--- config.mk ---
export PLATFORM = sky130hd
export DESIGN_NAME = pc_sequencer
export DESIGN_NICKNAME = d
export VERILOG_FILES = /design/src/rtl/cpu_ctrl_pkg.sv /design/src/rtl/mem_timeout_timer.sv /design/src/rtl/pc_sequencer.sv
export SDC_FILE = /design/constraint.sdc
export NUM_CORES = 1
export LEC_CHECK = 0
export ABC_AREA = 1
export CORE_UTILIZATION = 30
export DETAILED_ROUTE_END_ITERATION = 7
export PLACE_DENSITY = 0.63
export SYNTH_ARGS = -nofsm -noshare
export SYNTH_HDL_FRONTEND = slang
export SYNTH_HIERARCHICAL = 1
export SYNTH_SLANG_ARGS = --single-unit
--- constraint.sdc ---
create_clock -name clk -period 7.7 [get_ports clk]
set_input_delay 1.925 -clock clk [delete_from_list [all_inputs] [get_ports clk]]
set_output_delay 1.925 -clock clk [all_outputs]
set_load 0.1 [all_outputs]
--- src/rtl/cpu_ctrl_pkg.sv ---
// rtl/cpu_ctrl_pkg.sv - shared encodings for the instruction-cycle controller
package cpu_ctrl_pkg;

   localparam int DW = 16;
   localparam logic [DW-1:0] DEFAULT_RESET_VECTOR = 16'h0000;

   typedef enum logic [2:0] {
      ST_IDLE   = 3'd0,
      ST_VECTOR = 3'd1,
      ST_FETCH  = 3'd2,
      ST_WAIT   = 3'd3,
      ST_DECODE = 3'd4,
      ST_EXEC   = 3'd5,
      ST_UPDATE = 3'd6,
      ST_HALT   = 3'd7
   } state_e;

endpackage

--- src/rtl/mem_timeout_timer.sv ---
// rtl/mem_timeout_timer.sv - counts consecutive enabled cycles, flags the MEM_TIMEOUT-th
module mem_timeout_timer #(
   parameter int MEM_TIMEOUT = 16
) (
   input  logic clk,
   input  logic rst_i,
   input  logic clear_i,
   input  logic enable_i,
   output logic expired_o
);

   localparam int CW     = (MEM_TIMEOUT > 1) ? $clog2(MEM_TIMEOUT) : 1;
   localparam int LAST_I = (MEM_TIMEOUT > 0) ? MEM_TIMEOUT - 1 : 0;
   localparam logic [CW-1:0] LAST = LAST_I[CW-1:0];

   logic [CW-1:0] cnt_q, cnt_d;

   always_comb begin
      cnt_d = cnt_q;
      if (clear_i)
         cnt_d = '0;
      else if (enable_i && cnt_q != LAST)
         cnt_d = cnt_q + 1'b1;
   end

   always_ff @(posedge clk or posedge rst_i) begin
      if (rst_i) cnt_q <= '0;
      else       cnt_q <= cnt_d;
   end

   // Combinational so the fault decision lands in the same cycle as the last WAIT.
   assign expired_o = (MEM_TIMEOUT != 0) && enable_i && (cnt_q == LAST);

endmodule

--- src/rtl/pc_sequencer.sv ---
// rtl/pc_sequencer.sv - fetch/decode/execute sequencer that owns the PC load port
module pc_sequencer
   import cpu_ctrl_pkg::*;
#(
   parameter logic [15:0] RESET_VECTOR = DEFAULT_RESET_VECTOR,
   parameter logic [15:0] PC_STEP      = 16'd1,
   parameter int          MEM_TIMEOUT  = 16
) (
   input  logic        clk,
   input  logic        reset,
   input  logic        start,
   input  logic        halt_req,
   input  logic [15:0] pc_cur,
   output logic        mem_rd,
   output logic [15:0] mem_addr,
   input  logic        mem_ready,
   input  logic [15:0] mem_rdata,
   output logic [15:0] ir,
   output logic        ir_valid,
   input  logic        exec_done,
   input  logic        branch_taken,
   input  logic [15:0] branch_target,
   output logic        en_pc,
   output logic [15:0] in_pc,
   output logic [15:0] retired,
   output logic        halted,
   output logic        fault,
   output logic [2:0]  state
);

   state_e      state_q, state_d;
   logic [15:0] mem_addr_q, mem_addr_d;
   logic [15:0] ir_q, ir_d;
   logic [15:0] in_pc_q, in_pc_d;
   logic [15:0] retired_q, retired_d;
   logic        fault_q, fault_d;
   logic        halt_pending_q, halt_pending_d;
   logic        mem_rd_q, en_pc_q, ir_valid_q, halted_q;
   logic        tmo_expired;

   mem_timeout_timer #(.MEM_TIMEOUT(MEM_TIMEOUT)) u_timer (
      .clk       (clk),
      .rst_i     (reset),
      .clear_i   (state_q != ST_WAIT),
      .enable_i  (state_q == ST_WAIT),
      .expired_o (tmo_expired)
   );

   always_comb begin
      state_d        = state_q;
      mem_addr_d     = mem_addr_q;
      ir_d           = ir_q;
      in_pc_d        = in_pc_q;
      retired_d      = retired_q;
      fault_d        = fault_q;
      halt_pending_d = halt_pending_q;

      if (halt_req && state_q != ST_IDLE && state_q != ST_HALT)
         halt_pending_d = 1'b1;

      unique case (state_q)
         ST_IDLE: if (start) begin
            state_d        = ST_VECTOR;
            in_pc_d        = RESET_VECTOR;
            halt_pending_d = 1'b0;
         end
         ST_VECTOR: state_d = ST_FETCH;
         ST_FETCH: begin
            mem_addr_d = pc_cur;
            state_d    = ST_WAIT;
         end
         // mem_ready on the expiring cycle wins over the timeout.
         ST_WAIT: begin
            if (mem_ready) begin
               ir_d    = mem_rdata;
               state_d = ST_DECODE;
            end else if (tmo_expired) begin
               fault_d        = 1'b1;
               halt_pending_d = 1'b0;
               state_d        = ST_HALT;
            end
         end
         ST_DECODE: state_d = ST_EXEC;
         ST_EXEC: if (exec_done) begin
            in_pc_d = branch_taken ? branch_target : pc_cur + PC_STEP;
            state_d = ST_UPDATE;
         end
         ST_UPDATE: begin
            retired_d = retired_q + 16'd1;
            if (halt_pending_q || halt_req) begin
               halt_pending_d = 1'b0;
               state_d        = ST_HALT;
            end else begin
               state_d = ST_FETCH;
            end
         end
         ST_HALT: if (start && !fault_q) begin
            halt_pending_d = 1'b0;
            state_d        = ST_FETCH;
         end
         default: state_d = ST_IDLE;
      endcase
   end

   // Strobes are registered from the next state so they align with the state they belong to.
   always_ff @(posedge clk or posedge reset) begin
      if (reset) begin
         state_q        <= ST_IDLE;
         mem_addr_q     <= '0;
         ir_q           <= '0;
         in_pc_q        <= '0;
         retired_q      <= '0;
         fault_q        <= 1'b0;
         halt_pending_q <= 1'b0;
         mem_rd_q       <= 1'b0;
         en_pc_q        <= 1'b0;
         ir_valid_q     <= 1'b0;
         halted_q       <= 1'b0;
      end else begin
         state_q        <= state_d;
         mem_addr_q     <= mem_addr_d;
         ir_q           <= ir_d;
         in_pc_q        <= in_pc_d;
         retired_q      <= retired_d;
         fault_q        <= fault_d;
         halt_pending_q <= halt_pending_d;
         mem_rd_q       <= (state_d == ST_WAIT);
         en_pc_q        <= (state_d == ST_VECTOR) || (state_d == ST_UPDATE);
         ir_valid_q     <= (state_d == ST_DECODE);
         halted_q       <= (state_d == ST_HALT);
      end
   end

   assign mem_rd   = mem_rd_q;
   assign mem_addr = mem_addr_q;
   assign ir       = ir_q;
   assign ir_valid = ir_valid_q;
   assign en_pc    = en_pc_q;
   assign in_pc    = in_pc_q;
   assign retired  = retired_q;
   assign halted   = halted_q;
   assign fault    = fault_q;
   assign state    = state_q;

endmodule

Word level (Yosys, flattened, before mapping)
Index checks and enable logic that the tools add are counted.

word-level totals
  bits in registers = 77
  logic and storage cells = 69
  input bits = 55

operators by class
  reduce and logical (&&, ||, !) cells = 15
  eq/ne operators = 18
  multiplexer cells = 20
  add/sub/neg operators = 3
  bitwise operators = 1

operators by type and width
  kind                   count
  $mux 16                3
  $add 16x1->16 const B  2
  $pmux 16 s2            1
  $pmux 3 s8             1
  $eq 3x3->1 const B     7
  $mux 3                 6
  $eq 3x2->1 const B     3
  $mux 4                 2
  $eq 3x1->1 const B     2
  $mux 1                 6
  $reduce_and 3->1       2
  $logic_and 1x1->1      5
  $add 4x1->4 const B    1
  $eq 4x4->1 const B     1
  $ne 2x2->1 const B     2
  $ne 4x4->1 const B     1
  $pmux 1 s4             1
  $reduce_bool 2->1      2
  $logic_not 3->1        1
  $ne 3x2->1 const B     1
  $ne 3x3->1 const B     1
  $reduce_bool 3->1      1
  $logic_or 1x1->1       2
  $reduce_and 2->1       1
  other kinds (2)        2

Depth between registers and ports, before layout
  depth after elaboration = 7
  depth in mapped cells = 10
  gate-level depth less buffers = 10

Hierarchy
Netlist, hierarchy kept.

modules (own cells, without submodules)
  module             area an instance (um^2)  times used  cells an instance  sequential area each (um^2)
  pc_sequencer       3662.3                   1           450                1826.8
  mem_timeout_timer  239.0                    1           31                 100.1

Worst setup path after synthesis
No wires, ideal clock.

  path kind = reg2out
  from = register state_q[1], in the netlist state[1]
  to = output port state[1]
  setup slack = 4711 ps
  stages on the path, launching flop included = 1
  buffers on the path = 0
  data arrival time = 1064 ps
  required time = 5775 ps
  cell sequence = dfrtp_1

RTL lines
  item                    line                 text
  from (decl)             pc_sequencer.sv:31   state_e state_q, state_d;
  from (signal assigned)  pc_sequencer.sv:120  state_q <= state_d;
  to (decl)               pc_sequencer.sv:28   output logic [2:0] state

No word-level cell between the ends.

Final worst setup path
  from = register state_q[1], in the netlist state[1]
  to = output port state[1]

No word-level cell between the ends.

==> impl_metrics.env <==
export IMPL_slowest_stage="clkdlybuf4s50_1"
export IMPL_cpPeakStageDelay_ns=1.24
export IMPL_hold_slack_ns=0.470
export IMPL_pin_count=127
export IMPL_finalHoldViolCount=0
export IMPL_grt_pass1_vias=3494
export IMPL_layout_drive_gt1_share=0.0993
export IMPL_initial_core_util=0.308
export IMPL_clockBufferDepth=2
export IMPL_finClkSkew_ns=0.00522
export IMPL_ys_types=37
export IMPL_max_slew_worst_pin_slew_ns=1.06
export IMPL_slew_violations=0
export IMPL_seq_area_um2=1930
export IMPL_grtUsageTotal=0.163
export IMPL_numPortBuffers=126
export IMPL_required_ns=5.78
export IMPL_die_y_um=116
export IMPL_status="complete, no violations"
export IMPL_cts_hold_buffers=0
export IMPL_rsz0062_at_grt="no"
export IMPL_crit_arrival_ns=2.11
export IMPL_finalWeightedCongestion=0.947
export IMPL_critPathMaxFanout=7
export IMPL_nets=668
export IMPL_vias_per_cell=4.50
export IMPL_synth_warnings=6
export IMPL_final_common_cell="nand2_1"
export IMPL_dr_total_vias=3540
export IMPL_clock_sinks=77
export IMPL_hpwl_um=7930
export IMPL_ys_ff_latch=77
export IMPL_drt_iter0_markers=156
export IMPL_grt_pass1_wl_um=16500
export IMPL_root_buffer="clkbuf_16"
export IMPL_cts_max_level=3
export IMPL_crit_cells=1
export IMPL_worstPathBufferInverterCount=1
export IMPL_area_growth_pct=43.5
export IMPL_cts_made_buffers=9
export IMPL_startpoint_type="flip-flop"
export IMPL_yosysTopAreaCell="dfrtp_1"
export IMPL_post_cts_buffers=0
export IMPL_fp_coreArea_um2=12700
export IMPL_path_class="flip-flop to output port"
export IMPL_syn_num_nets=539
export IMPL_multi_input_area_um2=1670
export IMPL_path_cells="clkdlybuf4s50_1"
export IMPL_rows=41
export IMPL_max_slew_margin=0.288
export IMPL_reg2reg_depth=3
export IMPL_critPathCaptureType="output port"
export IMPL_drv_cap=0
export IMPL_clk_latency_ns=0.34
export IMPL_die_x_um=116
export IMPL_yosysSeqAreaShare=0.494
export IMPL_hold_class="flip-flop to flip-flop"
export IMPL_dieArea_um2=13500
export IMPL_synth_area_um2=3900
export IMPL_crit_family="buffers and inverters"
export IMPL_overflow=0
export IMPL_setup_violations=0
export IMPL_n_fill_cell=1262
export IMPL_diodes=0
export IMPL_cts_tree="yes"
export IMPL_ant_nets=0
export IMPL_setup_tns_ns=0
export IMPL_cts_clk_slew_worst_paths_ns=0.06
export IMPL_antenna_found_initial=0
export IMPL_grt_max_degree=58
export IMPL_fin_crit_sh=0.524
export IMPL_yosys_top_cells_area="dfrtp_1 49%, nand2_1 14%, inv_1 4.7%, nor2_1 4.2%, nand3_1 4.1%"
export IMPL_syn_inst=481
export IMPL_synth_top_cell_area_share=0.494
export IMPL_fmax_mhz=248
export IMPL_wirelength_um=10400
export IMPL_avgSynthCellArea_um2=8.11
export IMPL_post_cts_resized=0
export IMPL_worstHoldPathCells=2
export IMPL_wl_per_cell_um=13.2
export IMPL_drcViolationCount=0
export IMPL_fin_crit_ns=4.03
export IMPL_layout_common_cells="150 x nand2_1, 126 x clkdlybuf4s50_1, 77 x dfrtp_1"
export IMPL_firstDrtPassIters=4
-- path summary, 6_finish.rpt --
check | startpoint | to | slack [ns]
worst max-delay path | state[1] | state[1] | 3.67
worst min-delay path | ir[15] | ir[15] | 0.47
worst max register to register | state[2] | mem_addr[2] | 5.68
worst min register to register | ir[15] | ir[15] | 0.47
max in group asynchronous | reset | ir[4] | 4.74
min in group asynchronous | reset | u_timer/cnt_q[2] | 1.81
-- logic make-up after synthesis --
family,Yosys count,synth area share
xor gates and xnor gates,12,0.0269
buffers and inverters,70,0.0776
and+or+nand+nor,263,0.308
adders and majority gates,3,0.00962
AOI/OAI and AO/OA,52,0.0728
DFF,77,0.494
muxes,4,0.0112
-- layout make-up --
class | instances | area share
clock inverter | 5 | 0.00939
clock buffer | 10 | 0.0409
inverter | 61 | 0.0416
multi-input combinational | 334 | 0.299
tap | 172 | 0.0385
sequential | 77 | 0.344
timing repair buffer | 127 | 0.227
-- cell usage after synthesis (all sizes together) --
library cell / count
a21oi: 4
and2: 1
buf: 6
clkbuf: 3
clkinv: 1
dfrtp: 77
ha: 3
inv: 60
mux2: 3
mux2i: 1
nand2: 162
nand3: 37
nand3b: 1
nand4: 9
nor2: 50
nor3: 2
o21ai: 46
o21bai: 1
o31ai: 1
or2: 1
xnor2: 2
xor2: 10
-- per-stage QoR --
step,setup WS (ns),util,area (um^2),std cells
2_1_floorplan,3.92,-,3900,481
4_1_cts,3.66,0.442,5600,786
3_3_place_gp,4.04,0.419,5320,771
3_5_place_dp,4.02,0.419,5320,771
6_report,3.67,0.442,5600,786
5_1_grt,3.60,0.442,5600,786
-- metal layers --
| layer | up-vias | GRT usage | wire length, um | part of all wire |
|---|---|---|---|---|
| met3 | 21 | 0.0669 | 902 | 0.087 |
| met5 | - | 0 | 0 | 0 |
| met1 | 1608 | 0.181 | 4370 | 0.42 |
| met4 | 0 | 0.0598 | 226 | 0.022 |
| met2 | 139 | 0.281 | 4860 | 0.47 |
| li1 | 1772 | - | - | - |
-- state kept, by name (all words and copies together), names as in the netlist --
signal / flops
en_pc: 1
mem_rd: 1
fault: 1
ir_valid: 1
state: 3
mem_addr: 16
retired: 16
u_timer/cnt_q: 4
ir: 16
in_pc: 16
halted: 1
halt_pending_q: 1
-- worst register-to-register path, stage by stage, from the launching register on --
cell and delay [ns]:
dfrtp_1 0.45, inv_1 0.19, nand3_1 0.70, mux2_2 0.56
Power is left out: the tool's default activity adds up to more than one toggle a clock period on the data nets, which glitch-free logic cannot reach.
